## src/rtl/vga_sync_gen.sv

```systemverilog
// 640x480 @ 60 Hz VGA timing generator: free-running h/v counters with a registered decode.
// Optional frame_tick output is built only when VGA_FRAME_TICK_EN is defined.
module vga_sync_gen #(
    parameter int H_ACTIVE = 640,
    parameter int H_FP     = 16,
    parameter int H_SYNC   = 96,
    parameter int H_BP     = 48,
    parameter int V_ACTIVE = 480,
    parameter int V_FP     = 10,
    parameter int V_SYNC   = 2,
    parameter int V_BP     = 33
) (
    input  logic       clock25,
    input  logic       reset_n,
    output logic       hsync,
    output logic       vsync,
    output logic       video_on,
    output logic [9:0] pixel_x,
    output logic [9:0] pixel_y
`ifdef VGA_FRAME_TICK_EN
    ,
    output logic       frame_tick
`endif
);

    localparam int H_TOTAL = H_ACTIVE + H_FP + H_SYNC + H_BP;
    localparam int V_TOTAL = V_ACTIVE + V_FP + V_SYNC + V_BP;

    localparam logic [9:0] H_LAST     = 10'(H_TOTAL - 1);
    localparam logic [9:0] V_LAST     = 10'(V_TOTAL - 1);
    localparam logic [9:0] H_ACT      = 10'(H_ACTIVE);
    localparam logic [9:0] V_ACT      = 10'(V_ACTIVE);
    localparam logic [9:0] HS_START   = 10'(H_ACTIVE + H_FP);
    localparam logic [9:0] HS_END     = 10'(H_ACTIVE + H_FP + H_SYNC);
    localparam logic [9:0] VS_START   = 10'(V_ACTIVE + V_FP);
    localparam logic [9:0] VS_END     = 10'(V_ACTIVE + V_FP + V_SYNC);

    logic [9:0] h_count_q, h_count_d;
    logic [9:0] v_count_q, v_count_d;

    logic       hsync_q, hsync_d;
    logic       vsync_q, vsync_d;
    logic       video_on_q, video_on_d;
    logic [9:0] pixel_x_q, pixel_x_d;
    logic [9:0] pixel_y_q, pixel_y_d;

    always_comb begin
        h_count_d = h_count_q + 10'd1;
        v_count_d = v_count_q;
        if (h_count_q == H_LAST) begin
            h_count_d = 10'd0;
            if (v_count_q == V_LAST) begin
                v_count_d = 10'd0;
            end else begin
                v_count_d = v_count_q + 10'd1;
            end
        end
    end

    // Decode the pre-edge counter value; the output flops add the single cycle of latency.
    always_comb begin
        video_on_d = (h_count_q < H_ACT) && (v_count_q < V_ACT);
        hsync_d    = !((h_count_q >= HS_START) && (h_count_q < HS_END));
        vsync_d    = !((v_count_q >= VS_START) && (v_count_q < VS_END));
        pixel_x_d  = h_count_q;
        pixel_y_d  = v_count_q;
    end

    always_ff @(posedge clock25 or negedge reset_n) begin
        if (!reset_n) begin
            h_count_q  <= 10'd0;
            v_count_q  <= 10'd0;
            hsync_q    <= 1'b1;
            vsync_q    <= 1'b1;
            video_on_q <= 1'b0;
            pixel_x_q  <= 10'd0;
            pixel_y_q  <= 10'd0;
        end else begin
            h_count_q  <= h_count_d;
            v_count_q  <= v_count_d;
            hsync_q    <= hsync_d;
            vsync_q    <= vsync_d;
            video_on_q <= video_on_d;
            pixel_x_q  <= pixel_x_d;
            pixel_y_q  <= pixel_y_d;
        end
    end

    assign hsync    = hsync_q;
    assign vsync    = vsync_q;
    assign video_on = video_on_q;
    assign pixel_x  = pixel_x_q;
    assign pixel_y  = pixel_y_q;

`ifdef VGA_FRAME_TICK_EN
    logic frame_tick_q, frame_tick_d;

    // Marks the first pixel of vertical blank so game logic can update off-screen.
    always_comb begin
        frame_tick_d = (h_count_q == 10'd0) && (v_count_q == V_ACT);
    end

    always_ff @(posedge clock25 or negedge reset_n) begin
        if (!reset_n) begin
            frame_tick_q <= 1'b0;
        end else begin
            frame_tick_q <= frame_tick_d;
        end
    end

    assign frame_tick = frame_tick_q;
`endif

endmodule
```

## config.mk

```make
export PLATFORM = sky130hd
export DESIGN_NAME = vga_sync_gen
export DESIGN_NICKNAME = d
export VERILOG_FILES = /design/src/rtl/vga_sync_gen.sv
export SDC_FILE = /design/constraint.sdc
export NUM_CORES = 1
export LEC_CHECK = 0
export ABC_AREA = 1
export CORE_MARGIN = 2
export CORE_UTILIZATION = 48
export CTS_CLUSTER_DIAMETER = 200
export DETAILED_ROUTE_END_ITERATION = 12
export HOLD_SLACK_MARGIN = 0.15
export PLACE_DENSITY = 0.74
export SLEW_MARGIN = 20
export SYNTH_ARGS = -nofsm -noshare
export SYNTH_HDL_FRONTEND = slang
export SYNTH_SLANG_ARGS = --single-unit
```

## constraint.sdc

```tcl
create_clock -name clock25 -period 1.3 [get_ports clock25]
set_input_delay 0.195 -clock clock25 [delete_from_list [all_inputs] [get_ports clock25]]
set_output_delay 0.195 -clock clock25 [all_outputs]
set_load 0.005 [all_outputs]
```

==> out/metrics.csv <==
metric,value,unit
netlist_instances,176,
violations,setup timing,
setup_slack,-0.2283,ns
drt_iter0_markers,49,
synth_top_area_share,58.03,%
cp-startpoint,h_count_q[1],
grt_overflow,0,
place_hpwl,2301,um
clock_sinks,43,
final_common_cell,dfrtp_1,
drc,0,
yosysTopAreaCell,dfrtp_1,
powerDensity,910.6,nW/um^2
ff2ff_setup_slack,-0.23,ns
seqPwrFrac,59.9,%
detail_route.wl_per_cell,13.14,um
cts_buffer_depth,2,
antenna_cells,0,
p_total,2231,uW
netSwitchingFraction,20.56,%
p_int,1772,uW
initial_core_util,49.03,%
antenna_found_initial,0,
crit_required,1.53,ns
slew_violations,0,
final_cell_mix,"dfrtp_1, nand2_1, inv_1, buf_4, dlygate4sd2_1",
cts_tree,built,
core_area,3606,sq um
synth_seq_area_share,61.00,%
slew_headroom,74.13,%
synth.area.top_cells,"dfrtp_1, nand2_1, inv_1",
routed_wirelength,3693,um
p_clk_share,38.6,%
p_sw,458.7,uW
cts_inserted_buffers,5,
crit_path_end_kind,flop,
setup_violations,18,
p_comb_share,1.4,%
h-tree-depth,2,
dieWidth,64.69,um
crit_arrival,1.76,ns
grt_usage,19.16,%
synth_cell_types,23,
dr.pass1.iters,4,
worst_pin_slew,0.3880,ns
grt_start_max_net_pins,20,
fin_area,2450,sq um
grt_pass1_wl,5892,um
die_h,64.69,um
final_layout_size_suffix_gt1_share,25.75,%
hold_class,input port to asynchronous set/reset pin,
grt_pass1_vias,1302,
placedInstanceArea,2201,sq um
vias,1383,
maxCapViolCount,0,
fp-row-count,22,
synth_nets,182,
timing.fmax,654.3,MHz
outcome,"complete, but fails checks",
cts_root_buf,clkbuf_8,
clk_pin_slew,0.08,ns
reg2regPathDepth,8,
crit_type,flop to flop,
die-area,4185,sq um
p_leak,0.001291,uW
gp_congestion,0.8694,
skew,0.01027,ns
post-route-period-util,117.6,%
fin_nets,238,
hold_violations,0,
avgSynthCellArea,10.05,sq um
port_buffers,24,
ys_seq_elements,43,
synth_warnings,0,
crit_path_max_fanout,7,
top_level_ports,25,
area_growth,38.57,%
antenna_left,0,
ir_drop,810.1,uV
r2r_start,h_count_q[1],
r2r_end,pixel_y_d[2],
period_needed,1.528,ns
synth_area,1768,sq um
insertion_delay,0.30,ns
avgViaCountPerCell,4.922,
rsz0062_at_grt,yes,
startpoint_type,flop,
-- layer usage --
metal / GRT usage, % / wire length, um / share of wire (%)
met5: 0 / 0 / 0
met4: 10.37 / 133 / 3.6
met3: 6.076 / 152 / 4.1
met2: 29.04 / 1788 / 48
met1: 24.53 / 1619 / 44
-- sequential cells by signal, summed over array words and instances (netlist names) --
name and flops:
pixel_y_d 10, video_on 1, pixel_x 10, pixel_y 10, hsync 1, h_count_q 10, vsync 1
-- power by group through the flow --
stage	registers (uW)	clock network (uW)	logic, uW
2_1_floorplan	1360	0	0.000317
3_3_place_gp	1360	0	30.9
3_5_place_dp	1360	0	31.9
4_1_cts	1340	872	34.4
5_1_grt	1340	944	38.4
6_report	1340	862	32.2
-- logic make-up after synthesis --
group | count (synthesis) | share of synthesized area, %
adder cells (fa/ha/maj) | 4 | 2.831
XOR/XNOR | 7 | 3.468
AND/OR/NAND/NOR | 84 | 22.58
flip-flops | 43 | 61.00
buffers and inverters | 23 | 5.520
AO/OA/AOI/OAI | 15 | 4.600
-- worst max-delay path by stage --
stage                   end  slack [ns]  cells past startpoint
2_1_floorplan  pixel_y_d[3]       -0.07                      7
3_3_place_gp   pixel_y_d[0]       -0.05                      8
3_5_place_dp   pixel_y_d[1]       -0.11                      7
4_1_cts        pixel_y_d[0]       -0.11                      8
5_1_grt        pixel_y_d[2]       -0.30                      8
6_report       pixel_y_d[2]       -0.23                      8
-- Yosys cell counts --
| cell type | instances |
|---|---|
| buf_8 | 1 |
| dfrtp_1 | 41 |
| dfstp_2 | 2 |
| ha_1 | 4 |
| inv_1 | 21 |
| inv_2 | 1 |
| nand2_1 | 39 |
| nand2_2 | 1 |
| nand3_1 | 7 |
| nand3_2 | 1 |
| nand3_4 | 1 |
| nand4_1 | 6 |
| nor2_1 | 19 |
| nor2_2 | 1 |
| nor2_4 | 1 |
| nor2_8 | 1 |
| nor3_1 | 6 |
| nor3b_1 | 1 |
| o211ai_1 | 1 |
| o21ai_0 | 11 |
| o21ai_1 | 2 |
| o21ai_2 | 1 |
| xor2_1 | 7 |
-- critical path, cell delays in order, from the launching register on --
cell,delay [ns]
dfrtp_1,0.38
ha_2,0.20
nand2_2,0.07
nor2_4,0.15
nand3_4,0.10
nor2_8,0.22
buf_12,0.15
nand3_2,0.08
nand2_1,0.10
-- cell type report --
class,count,area (sq um)
fill,273,1156
sequential,43,1079
multi-input combinational,110,678.2
timing repair buffer,50,456.7
clock buffer,7,86.33
inverter,22,85.08
tap,48,60.06
clock inverter,1,5.005
-- repair_timing --
action / in CTS / in global routing
pin swaps: 3 / 7
gates cloned: 0 / 1
buffers inserted: 5 / 2
hold endpoints to repair: 17 / 0
hold buffers: 1 / 0
resized for setup: 29 / 20
setup endpoints to repair: 35 / 22
-- metrics by stage --
step / util [%] / instances / TNS (ns) / hold WS (ns) / setup slack, ns
after CTS: 65.16 / 279 / -0.9271 / 0.3630 / -0.1053
after global placement: 61.03 / 265 / -0.1672 / 0.1325 / -0.04903
after detailed placement: 61.03 / 265 / -0.8764 / 0.1380 / -0.1069
final: 67.94 / 281 / -2.888 / 0.3520 / -0.2283
after global routing: 67.94 / 281 / -4.219 / 0.3709 / -0.3014
after floorplan: - / 176 / -0.7831 / -0.1006 / -0.06886
No activity file was read; power rests on OpenSTA's default activity.
